## src/rtl/key_pkg.sv

```systemverilog
// Shared types and helpers for the key event front end.
package key_pkg;

  typedef enum logic [1:0] {
    IDLE    = 2'd0,
    PRESSED = 2'd1,
    LONG    = 2'd2
  } key_st_t;

  // Bits needed to hold 0..v; never narrower than one bit.
  function automatic int unsigned cnt_w(input int unsigned v);
    return (v == 0) ? 32'd1 : 32'($clog2(v + 32'd1));
  endfunction

endpackage

```

## src/rtl/key_channel.sv

```systemverilog
// One key: synchroniser, debounce, press classification FSM and hold/repeat counters.
module key_channel
  import key_pkg::*;
#(
  parameter int unsigned DB_CYCLES     = 1_000_000,
  parameter int unsigned LONG_CYCLES   = 50_000_000,
  parameter int unsigned REPEAT_CYCLES = 10_000_000,
  parameter bit          ACTIVE_LOW    = 1'b1
) (
  input  logic clk,
  input  logic rst,
  input  logic key_in,
  output logic key_state,
  output logic press_p,
  output logic release_p,
  output logic click_p,
  output logic long_p,
  output logic repeat_p
);

  localparam int unsigned DB_W     = cnt_w(DB_CYCLES);
  localparam int unsigned HOLD_W   = cnt_w(LONG_CYCLES);
  localparam int unsigned REP_W    = cnt_w(REPEAT_CYCLES);
  localparam int unsigned REP_LAST = (REPEAT_CYCLES == 0) ? 0 : REPEAT_CYCLES - 1;

  localparam logic              IDLE_LVL = ACTIVE_LOW;
  localparam logic [DB_W-1:0]   DB_MAX   = DB_W'(DB_CYCLES - 1);
  localparam logic [HOLD_W-1:0] HOLD_MAX = HOLD_W'(LONG_CYCLES - 1);
  localparam logic [REP_W-1:0]  REP_MAX  = REP_W'(REP_LAST);

  logic [1:0]        sync_q, sync_d;
  logic              smp_q, smp_d;
  logic [DB_W-1:0]   db_cnt_q, db_cnt_d;
  logic              key_state_q, key_state_d;
  key_st_t           st_q, st_d;
  logic [HOLD_W-1:0] hold_q, hold_d;
  logic [REP_W-1:0]  rep_q, rep_d;
  logic              press_q, press_d, release_q, release_d, click_q, click_d;
  logic              long_q, long_d, repeat_q, repeat_d;
  logic              accept_c, acc_press_c, acc_rel_c;

  always_comb begin
    sync_d      = {sync_q[0], key_in};
    smp_d       = sync_q[1] ^ IDLE_LVL;
    db_cnt_d    = db_cnt_q;
    key_state_d = key_state_q;
    st_d        = st_q;
    hold_d      = hold_q;
    rep_d       = rep_q;
    press_d     = 1'b0;
    release_d   = 1'b0;
    click_d     = 1'b0;
    long_d      = 1'b0;
    repeat_d    = 1'b0;
    accept_c    = 1'b0;

    // Debounce: a level change is accepted after DB_CYCLES disagreeing samples in a row.
    if (smp_q == key_state_q) begin
      db_cnt_d = '0;
    end else if (db_cnt_q == DB_MAX) begin
      key_state_d = ~key_state_q;
      db_cnt_d    = '0;
      accept_c    = 1'b1;
    end else begin
      db_cnt_d = db_cnt_q + DB_W'(1);
    end
    acc_press_c = accept_c & ~key_state_q;
    acc_rel_c   = accept_c & key_state_q;

    // Release is checked first so it wins over a coincident long or repeat tick.
    case (st_q)
      IDLE: begin
        hold_d = '0;
        rep_d  = '0;
        if (acc_press_c) begin
          st_d    = PRESSED;
          press_d = 1'b1;
        end
      end
      PRESSED: begin
        if (acc_rel_c) begin
          st_d      = IDLE;
          release_d = 1'b1;
          click_d   = 1'b1;
          hold_d    = '0;
        end else if (hold_q == HOLD_MAX) begin
          st_d   = LONG;
          long_d = 1'b1;
          hold_d = '0;
          rep_d  = '0;
        end else begin
          hold_d = hold_q + HOLD_W'(1);
        end
      end
      LONG: begin
        if (acc_rel_c) begin
          st_d      = IDLE;
          release_d = 1'b1;
          rep_d     = '0;
        end else if (REPEAT_CYCLES != 0) begin
          if (rep_q == REP_MAX) begin
            repeat_d = 1'b1;
            rep_d    = '0;
          end else begin
            rep_d = rep_q + REP_W'(1);
          end
        end
      end
      default: st_d = IDLE;
    endcase
  end

  always_ff @(posedge clk or posedge rst) begin
    if (rst) begin
      sync_q      <= {2{IDLE_LVL}};
      smp_q       <= 1'b0;
      db_cnt_q    <= '0;
      key_state_q <= 1'b0;
      st_q        <= IDLE;
      hold_q      <= '0;
      rep_q       <= '0;
      press_q     <= 1'b0;
      release_q   <= 1'b0;
      click_q     <= 1'b0;
      long_q      <= 1'b0;
      repeat_q    <= 1'b0;
    end else begin
      sync_q      <= sync_d;
      smp_q       <= smp_d;
      db_cnt_q    <= db_cnt_d;
      key_state_q <= key_state_d;
      st_q        <= st_d;
      hold_q      <= hold_d;
      rep_q       <= rep_d;
      press_q     <= press_d;
      release_q   <= release_d;
      click_q     <= click_d;
      long_q      <= long_d;
      repeat_q    <= repeat_d;
    end
  end

  assign key_state = key_state_q;
  assign press_p   = press_q;
  assign release_p = release_q;
  assign click_p   = click_q;
  assign long_p    = long_q;
  assign repeat_p  = repeat_q;

endmodule

```

## src/rtl/key_event_unit.sv

```systemverilog
// Multi-key front end: one independent key_channel per input bit.
module key_event_unit
  import key_pkg::*;
#(
  parameter int unsigned N_KEYS        = 4,
  parameter int unsigned DB_CYCLES     = 1_000_000,
  parameter int unsigned LONG_CYCLES   = 50_000_000,
  parameter int unsigned REPEAT_CYCLES = 10_000_000,
  parameter bit          ACTIVE_LOW    = 1'b1
) (
  input  logic              clk,
  input  logic              rst,
  input  logic [N_KEYS-1:0] key_in,
  output logic [N_KEYS-1:0] key_state,
  output logic [N_KEYS-1:0] press_p,
  output logic [N_KEYS-1:0] release_p,
  output logic [N_KEYS-1:0] click_p,
  output logic [N_KEYS-1:0] long_p,
  output logic [N_KEYS-1:0] repeat_p
);

  for (genvar g = 0; g < int'(N_KEYS); g++) begin : g_ch
    key_channel #(
      .DB_CYCLES    (DB_CYCLES),
      .LONG_CYCLES  (LONG_CYCLES),
      .REPEAT_CYCLES(REPEAT_CYCLES),
      .ACTIVE_LOW   (ACTIVE_LOW)
    ) u_ch (
      .clk      (clk),
      .rst      (rst),
      .key_in   (key_in[g]),
      .key_state(key_state[g]),
      .press_p  (press_p[g]),
      .release_p(release_p[g]),
      .click_p  (click_p[g]),
      .long_p   (long_p[g]),
      .repeat_p (repeat_p[g])
    );
  end

endmodule
```

## config.mk

```make
export PLATFORM = sky130hd
export DESIGN_NAME = key_event_unit
export DESIGN_NICKNAME = d
export VERILOG_FILES = /design/src/rtl/key_pkg.sv /design/src/rtl/key_channel.sv /design/src/rtl/key_event_unit.sv
export SDC_FILE = /design/constraint.sdc
export NUM_CORES = 1
export LEC_CHECK = 0
export CAP_MARGIN = 0
export CORE_MARGIN = 2
export CORE_UTILIZATION = 30
export CTS_CLUSTER_DIAMETER = 60
export DETAILED_ROUTE_END_ITERATION = 10
export PLACE_DENSITY = 0.51
export REMOVE_ABC_BUFFERS = 1
export SYNTH_ARGS = -nofsm -noshare
export SYNTH_HDL_FRONTEND = slang
export SYNTH_SLANG_ARGS = --single-unit
export TNS_END_PERCENT = 30
```

## constraint.sdc

```tcl
create_clock -name clk -period 34.6 [get_ports clk]
set_clock_uncertainty 0.1 [all_clocks]
set_input_delay 6.92 -clock clk [delete_from_list [all_inputs] [get_ports clk]]
set_output_delay 6.92 -clock clk [all_outputs]
set_load 0.02 [all_outputs]
```

==> qor.yml <==
global_routing:
  grt_util_all_layers: 0.132
  use_met1: 0.181
  busiest_layer: "met2"
  grt_overflow: 0
  grt_max_degree: 140
  grtUsageMet3: 0.0232
  grt_antenna_before_repair: 0
  met2_usage: 0.212
  grt_pass1_wl_um: 64800
  grt_pass1_vias: 13000
finish:
  n_fill_cell: 5637
  area_delta_synth_final_pct: 15.0
  layout.cells.most_common: "dfrtp_1"
  instances_no_fill: 2661
  num_antenna_cells: 0
  final_cell_mix: "316 x dfrtp_1, 215 x nor2_1, 164 x nand2_1"
  layout.area.seq_um2: 8120
  layout-drive-gt1-share: 0.0625
  multi_input_area_um2: 8140
  final_nets: 1903
power_and_ir_drop:
  p_leak_nw: 7.68
  comb_power_share: 0.014
  switching_share: 0.217
  power.density_nw_per_um2: 45.3
  p_int_mw: 0.691
  clock_power_share: 0.551
  seq_power_share: 0.434
  switchingPower_mw: 0.191
  irDropWorstVdd_mv: 0.0308
  power_mw: 0.882
critical_path:
  cp.required_ps: 27580
  reg2reg_setup_slack_ps: 31030
  critPathCaptureType: "primary output"
  cp_cell_sequence: "clkdlybuf4s50_1"
  crit_path_max_fanout: 5
  worst-setup-path-type: "reg -> out"
  rr_startpoint: "g_ch[2].u_ch.db_cnt_q[7]$_DFF_PP0_"
  slowest_delay_ps: 630
  start_kind: "flop"
  crit_slowest_cell: "clkdlybuf4s50_1"
  worst_r2r_path_depth: 6
  r2r_end: "g_ch[2].u_ch.hold_q[12]$_DFFE_PP0P_"
  crit_family: "buffers and inverters"
  arrival_ps: 1570
  worst-path-buf-inv: 1
sta:
  drv_slew: 0
  rsz0062_at_grt: "false"
  setup_viol: 0
  tightest_slew_ps: 1200
  period_share: 0.248
  fin_hold_ws_ps: 254
  slew-limit-headroom: 0.195
  setup_tns_ps: 0
  finalHoldViolations: 0
  fmax_mhz: 116
  period_needed_ps: 8590
  fin_ws_ps: 26020
outcome:
  status: "completed"
placement:
  dp_hpwl_um: 24000
  post-place-ws_ps: 25390
  place_congestion: 0.793
  io_buffer_count: 29
  dp_cells: 2579
cts:
  clk_latency_ps: 570
  htreeDepth: 2
  clk_pin_slew_ps: 50
  cts_made_buffers: 44
  cts_tree: "built"
  root_buffer: "clkbuf_16"
  cts_resized: 0
  postCtsSetupRepairBufs: 0
  holdBufCountCts: 0
  clk_path_buf_depth: 3
  clkSinkCount: 324
worst_hold_path:
  hold_end: "g_ch[2].u_ch.sync_q[1]$_DFF_PP1_"
  worstHoldPathCells: 0
  worstHoldPathType: "reg -> reg"
  hold_start: "g_ch[2].u_ch.sync_q[0]$_DFF_PP1_"
synth:
  synth_cell_types: 66
  ys_ff_latch: 324
  syn_area_um2: 16900
  async_flop_share: 1.00
  synth_ff_type: "dfrtp_1"
  synth_enable_flop_cells: 0
  ys_seq_area_frac: 0.480
  syn_area_per_cell_um2: 9.10
  yosysWarnings: 0
  syn_inst: 1858
floorplan:
  io_pins: 30
  fp.dieH_um: 241
  die_w_um: 241
  start_util: 0.302
  die_area_um2: 58300
  core.rowCount: 87
  core_um2: 56100
job:
  maxCapViolCount: 0
drt:
  wl_per_cell_um: 14.1
  drt-pass1-iter-count: 5
  vias: 13400
  ant_nets: 0
  drtIter0Drc: 922
  vias_per_cell: 5.05
  wirelength_um: 37500
  drcViolationCount: 0
[power groups by stage]
stage                     sequential, mW  clock [mW]  combinational [mW]
after global routing               0.383       0.521              0.0154
final                              0.383       0.486              0.0128
after detailed placement           0.389           0              0.0137
after floorplan                    0.389           0             0.00869
after CTS                          0.383       0.506              0.0138
after global placement             0.389           0              0.0137
[worst max path at each step]
stage	slack, ps	depth (start not counted)	end	start
floorplan	18620	1	g_ch[0].u_ch.click_p$_DFF_PP0_	rst
global placement	25410	3	g_ch[3].u_ch.hold_q[10]$_DFFE_PP0P_	rst
detailed placement	25390	3	g_ch[3].u_ch.hold_q[10]$_DFFE_PP0P_	rst
CTS	25960	1	key_state[2]	g_ch[2].u_ch.key_state$_DFFE_PP0N_
global route	25800	3	g_ch[2].u_ch.db_cnt_q[5]$_DFF_PP0_	rst
finish	26020	1	key_state[2]	g_ch[2].u_ch.key_state$_DFFE_PP0N_
[final cells by class]
class | count | area share
sequential | 324 | 0.417
multi-input combinational | 1383 | 0.419
clock inverter | 22 | 0.0177
timing repair buffer | 42 | 0.0206
tap | 756 | 0.0486
inverter | 74 | 0.0147
clock buffer | 60 | 0.0623
[routing by layer]
metal  up-vias  share of wire
met1      6552           0.48
met5         -              0
met4         0          0.023
li1       6664              -
met2       152           0.46
met3        64          0.034
[Yosys cell counts (4+ instances only)]
| master | n | area [um2] |
|---|---|---|
| dfrtp_1 | 316 | 7910 |
| nor2_1 | 215 | 807 |
| nand2_1 | 164 | 616 |
| nand3_1 | 135 | 676 |
| o21ai_0 | 116 | 581 |
| xor2_1 | 77 | 674 |
| inv_1 | 74 | 278 |
| a21oi_1 | 72 | 360 |
| nor3_1 | 62 | 310 |
| nand4_1 | 56 | 350 |
| or3_1 | 54 | 338 |
| and3_1 | 50 | 313 |
| xnor2_1 | 48 | 420 |
| clkbuf_1 | 47 | 176 |
| a31oi_1 | 32 | 200 |
| ha_1 | 28 | 350 |
| nor4_1 | 27 | 169 |
| buf_4 | 26 | 195 |
| and4_1 | 23 | 201 |
| and2_1 | 21 | 131 |
| nor2b_1 | 19 | 119 |
| o31ai_1 | 17 | 128 |
| nand2b_1 | 15 | 93.8 |
| or4_1 | 14 | 105 |
| a22o_1 | 13 | 114 |
| nor4b_1 | 11 | 96.3 |
| o21ai_1 | 9 | 45.0 |
| or2_2 | 9 | 56.3 |
| dfstp_2 | 8 | 210 |
| o41ai_1 | 7 | 61.3 |
| a21o_1 | 6 | 45.0 |
| a221o_1 | 6 | 60.1 |
| mux2i_1 | 6 | 60.1 |
| mux2_2 | 5 | 56.3 |
| o311ai_0 | 5 | 43.8 |
| a311oi_1 | 4 | 35.0 |
| and4b_1 | 4 | 40.0 |
| nor4bb_1 | 4 | 40.0 |
[cells by family (layout without fill, tap and decap cells)]
group	count (synthesis)	after routing	synth area share
xor gates and xnor gates	125	125	0.0647
muxes	11	11	0.00688
DFF	324	324	0.480
adders and majority gates	28	28	0.0207
buffers and inverters	151	198	0.0398
and+or+nand+nor	902	902	0.274
AOI/OAI and AO/OA	317	317	0.114
[per-stage QoR]
step | utilization | cell area (um2)
floorplan | - | 16500
global placement | 0.319 | 17900
detailed placement | 0.319 | 17900
CTS | 0.347 | 19400
global route | 0.347 | 19400
finish | 0.347 | 19400
[state kept, by name, summed over array words and instances (netlist names)]
register / cells
g_ch.u_ch.db_cnt_q: 80
g_ch.u_ch.long_p: 4
g_ch.u_ch.release_p: 4
g_ch.u_ch.smp_q: 4
g_ch.u_ch.repeat_p: 4
g_ch.u_ch.click_p: 4
g_ch.u_ch.press_p: 4
g_ch.u_ch.hold_q: 104
g_ch.u_ch.sync_q: 8
g_ch.u_ch.rep_q: 96
g_ch.u_ch.key_state: 4
g_ch.u_ch.st_q: 8
No activity file was read; power rests on OpenSTA's default activity.
==> patch 1: new RTL, same flow settings <==
`ACTIVE_LOW` is set to 1'b1 in 2 places; all go to 1'b0.
--- a/src/rtl/key_channel.sv
+++ b/src/rtl/key_channel.sv
@@ -7,3 +7,3 @@
   parameter int unsigned REPEAT_CYCLES = 10_000_000,
-  parameter bit          ACTIVE_LOW    = 1'b1
+  parameter bit          ACTIVE_LOW    = 1'b0
 ) (
--- a/src/rtl/key_event_unit.sv
+++ b/src/rtl/key_event_unit.sv
@@ -8,3 +8,3 @@
   parameter int unsigned REPEAT_CYCLES = 10_000_000,
-  parameter bit          ACTIVE_LOW    = 1'b1
+  parameter bit          ACTIVE_LOW    = 1'b0
 ) (
Function: no difference found for any inputs over 4 cycles, from zero or initial values and one cycle with rst high; that may be too few to reach the edited logic, so the function may still have changed.
==> patch 1 against the unedited design <==
Wire length increased by 2.7%; design area about the same; critical endpoint is now key_state[1]; power decreased by 4.6%; count of clock-buffer cells in the layout increased by 3; worst setup slack got worse by 0.037 ns; sequential cell count unchanged; critical path depth unchanged; area after synthesis is 0.94% higher.
==> patch 1: results (changes against the unedited design) <==
metric,value,unit,change
grt_max_degree,119,,was 140
clk_pin_slew_worst_paths,0.05,ns,about the same
grt.total_usage,0.134,,was 0.132
fillers,5732,,was 5637
dr.first_iter.drc_count,762,,was 922
grt_pass1_wl,67800,um,was 64800 um
wl_met1,18700,um,was 18100 um
max_stage_delay,0.63,ns,about the same
synthAdderAreaFrac,0.0205,,was 0.0207
synth_xor_area_frac,0.0585,,was 0.0647
rr_endpoint,g_ch[1].u_ch.rep_q[16]$_DFFE_PP0P_,,was g_ch[2].u_ch.hold_q[12]$_DFFE_PP0P_
p_leak,7.64,nW,was 7.68 nW
totalWireLength,38500,um,was 37500 um
r2r_slack,31.14,ns,was 31.03 ns
gp_congestion,0.805,,was 0.793
crit_end,key_state[1],,was key_state[2]
dr_wl_met2,17700,um,was 17200 um
hold_path_end,g_ch[1].u_ch.sync_q[1]$_DFF_PP0_,,was g_ch[2].u_ch.sync_q[1]$_DFF_PP1_
synthMuxAreaShare,0.00557,,was 0.00688
globalRouteMet3Util,0.0222,,was 0.0232
synth_common_cells,"dfrtp_1 (324), nor2_1 (195), nand2_1 (169), nand3_1 (118), o21ai_0 (85)",,"was dfrtp_1 (316), nor2_1 (215), nand2_1 (164), nand3_1 (135), o21ai_0 (116)"
crit_fanout,6,,was 5
cp_data_arrival_time,1.60,ns,was 1.57 ns
ir_worst_vdd,0.0334,mV,was 0.0308 mV
syn-instance-count,1868,,was 1858
place_area,0.0180,sq mm,was 0.0179 sq mm
via_per_inst,5.10,,was 5.05
startpoint,g_ch[1].u_ch.key_state$_DFFE_PP0N_,,was g_ch[2].u_ch.key_state$_DFFE_PP0N_
p_sw_frac,0.226,,was 0.217
portBuffers,29,,unchanged
cts_buffers,45,,was 44
synth-seq-area-share,0.475,,was 0.480
critPathSlowestCell,clkdlybuf4s50_1,,unchanged
relSlewSlack,0.214,,was 0.195
synth-compound-area-share,0.128,,was 0.114
synth.area.top_cells,"dfrtp_1 (47%), nor2_1 (4.3%), nand2_1 (3.7%)",,"was dfrtp_1 (47%), nor2_1 (4.8%), nand3_1 (4.0%)"
placed_cells,2583,,was 2579
wl_met3,1260,um,was 1280 um
final_layout_size_suffix_gt1_frac,0.0629,,was 0.0625
synth-main-ff-cell,dfrtp_1,,unchanged
antenna_found_initial,0,,unchanged
grtUsageMet2,0.219,,was 0.212
post_layout_nonfiller_instances,2663,,was 2661
first_pass_iters,5,,unchanged
synth_cell_types,75,,was 66
place.detailed.hpwl,24800,um,was 24000 um
met1_usage,0.179,,was 0.181
r2r_start,g_ch[1].u_ch.db_cnt_q[0]$_DFF_PP0_,,was g_ch[2].u_ch.db_cnt_q[7]$_DFF_PP0_
worstHoldStart,g_ch[1].u_ch.sync_q[0]$_DFF_PP0_,,was g_ch[2].u_ch.sync_q[0]$_DFF_PP1_
r2r_cells,7,,was 6
status,"finished, final reports clean",,unchanged
patch 1: cell types whose count changed after synthesis, sizes merged, moves of 8 or more:
cell | before | now
xor2 | 77 | 69
nand3 | 135 | 118
o31ai | 17 | 29
buf | 30 | 41
o21ai | 125 | 133
dfrtp | 316 | 324
a2bb2oi | 3 | 16
nor2 | 215 | 198
or3 | 54 | 38
or2 | 10 | 19
dfstp | 8 | 0
nand4 | 56 | 66
patch 1: final cells by class:
class | instances | area (sq um) | area share
Clock buffer | 63 | 1280 | 0.0660
Tap cell | 756 | 946 | 0.0486
Inverter | 70 | 270 | 0.0139
Multi-Input combinational cell | 1389 | 8290 | 0.426
Timing Repair Buffer | 44 | 403 | 0.0207
Sequential cell | 324 | 8110 | 0.417
Clock inverter | 17 | 158 | 0.00810
patch 1: metrics by stage:
| step | hold slack (ns) | setup slack (ns) | utilization |
|---|---|---|---|
| 2_1_floorplan | 0.231 | 18.61 | - |
| 3_3_place_gp | 0.233 | 25.40 | 0.320 |
| 3_5_place_dp | 0.238 | 25.37 | 0.320 |
| 4_1_cts | 0.253 | 25.92 | 0.346 |
| 5_1_grt | 0.263 | 25.78 | 0.346 |
| 6_report | 0.255 | 25.98 | 0.346 |
patch 1: power by group through the flow:
| stage | sequential, mW | clock, mW | combinational (mW) |
|---|---|---|---|
| 3_5_place_dp | 0.389 | 0 | 0.0134 |
| 5_1_grt | 0.383 | 0.481 | 0.0150 |
| 3_3_place_gp | 0.389 | 0 | 0.0132 |
| 2_1_floorplan | 0.389 | 0 | 0.00859 |
| 6_report | 0.383 | 0.446 | 0.0124 |
| 4_1_cts | 0.383 | 0.465 | 0.0134 |
==> patch 2: new RTL, same flow settings <==
Made on the original files. The 3 values of `key_st_t` get a one-hot encoding in 3 bits.
--- a/src/rtl/key_pkg.sv
+++ b/src/rtl/key_pkg.sv
@@ -3,6 +3,6 @@
 
-  typedef enum logic [1:0] {
-    IDLE    = 2'd0,
-    PRESSED = 2'd1,
-    LONG    = 2'd2
+  typedef enum logic [2:0] {
+    IDLE    = 3'b001,
+    PRESSED = 3'b010,
+    LONG    = 3'b100
   } key_st_t;
Check against the original RTL: same outputs for any inputs over 4 cycles, from zero or initial values and one cycle with rst high; so few cycles prove little.
==> patch 2 against the unedited design <==
Largest cell class is now flip-flops and latches; sequential share of layout area rose by 0.51 points; worst setup slack got worse by 1.1 ns; wire length shrank 2.1%; die area is 1.1% higher; critical endpoint is now g_ch[2].u_ch.rep_q[12]$_DFFE_PP0P_; area after synthesis grew 1.1%; clock power shrank 5.8%; design area about the same; sequential cell count is 4 higher; power down 2.7%.
==> patch 2: results (changes against the unedited design) <==
metric,value,unit,change
rr_endpoint,g_ch[1].u_ch.hold_q[24]$_DFFE_PP0N_,,was g_ch[2].u_ch.hold_q[12]$_DFFE_PP0P_
dr_wl_met2,16300,um,was 17200 um
r2r_slack,31.55,ns,was 31.03 ns
wl_met3,1250,um,was 1280 um
globalRouteMet3Util,0.0220,,was 0.0232
syn-instance-count,1838,,was 1858
gp_congestion,0.767,,was 0.793
p_leak,7.63,nW,was 7.68 nW
grtUsageMet2,0.199,,was 0.212
hold_slack,0.249,ns,was 0.254 ns
status,"finished, final reports clean",,unchanged
post_layout_nonfiller_instances,2635,,was 2661
min_period,9.65,ns,was 8.59 ns
grt_pass1_vias,13104,,was 12974
place_area,0.0180,sq mm,was 0.0179 sq mm
via_per_inst,4.99,,was 5.05
cp_data_arrival_time,10.14,ns,was 1.57 ns
synth.area.top_cells,"dfrtp_1 (46%), nor2_1 (4.6%), xor2_1 (4.2%)",,"was dfrtp_1 (47%), nor2_1 (4.8%), nand3_1 (4.0%)"
grt_max_degree,93,,was 140
final_layout_size_suffix_gt1_frac,0.0756,,was 0.0625
wl_met1,18400,um,was 18100 um
fin_nets,1861,,was 1903
startpoint,rst,,was g_ch[2].u_ch.key_state$_DFFE_PP0N_
dr.first_iter.drc_count,785,,was 922
ir_worst_vdd,0.0285,mV,was 0.0308 mV
hold_path_end,g_ch[1].u_ch.sync_q[1]$_DFF_PP1_,,was g_ch[2].u_ch.sync_q[1]$_DFF_PP1_
wl_per_cell,13.9,um,was 14.1 um
place_ws,24.03,ns,was 25.39 ns
met1_usage,0.179,,was 0.181
r2r_start,g_ch[1].u_ch.db_cnt_q[7]$_DFF_PP0_,,was g_ch[2].u_ch.db_cnt_q[7]$_DFF_PP0_
synth-seq-area-share,0.481,,was 0.480
grt.total_usage,0.127,,was 0.132
synth_cell_types,70,,was 66
worst_pin_slew,1.15,ns,was 1.20 ns
top_layer_used,met4,,unchanged
crit_fanout,92,,was 5
grt_pass1_wl,64900,um,was 64800 um
place.detailed.hpwl,23400,um,was 24000 um
[patch 2: final cells by class]
cell class                      instances  area, sq um
Multi-Input combinational cell       1364         8200
Fill cell                            5828        36900
Timing Repair Buffer                   40          373
Clock inverter                         16          179
Clock buffer                           66         1290
Inverter                               65          251
Sequential cell                       328         8220
Tap cell                              756          946
[patch 2: kinds of logic after synthesis]
group / synth area share
mux: 0.0126
simple gates: 0.290
compound gates: 0.0929
fa+ha+maj: 0.00878
flops: 0.481
xor+xnor: 0.0733
buf+inv: 0.0413
[patch 2: power by group]
| part | internal, mW | switching, mW |
|---|---|---|
| Sequential | 0.386 | 0.00154 |
| Clock | 0.282 | 0.176 |
| Combinational | 0.00230 | 0.0102 |
| Total | 0.670 | 0.187 |
[patch 2: critical path, stage by stage]
cell,delay [ns]
clkdlybuf4s50_1,0.49
inv_8,0.47
buf_4,0.75
buf_4,0.69
buf_4,0.73
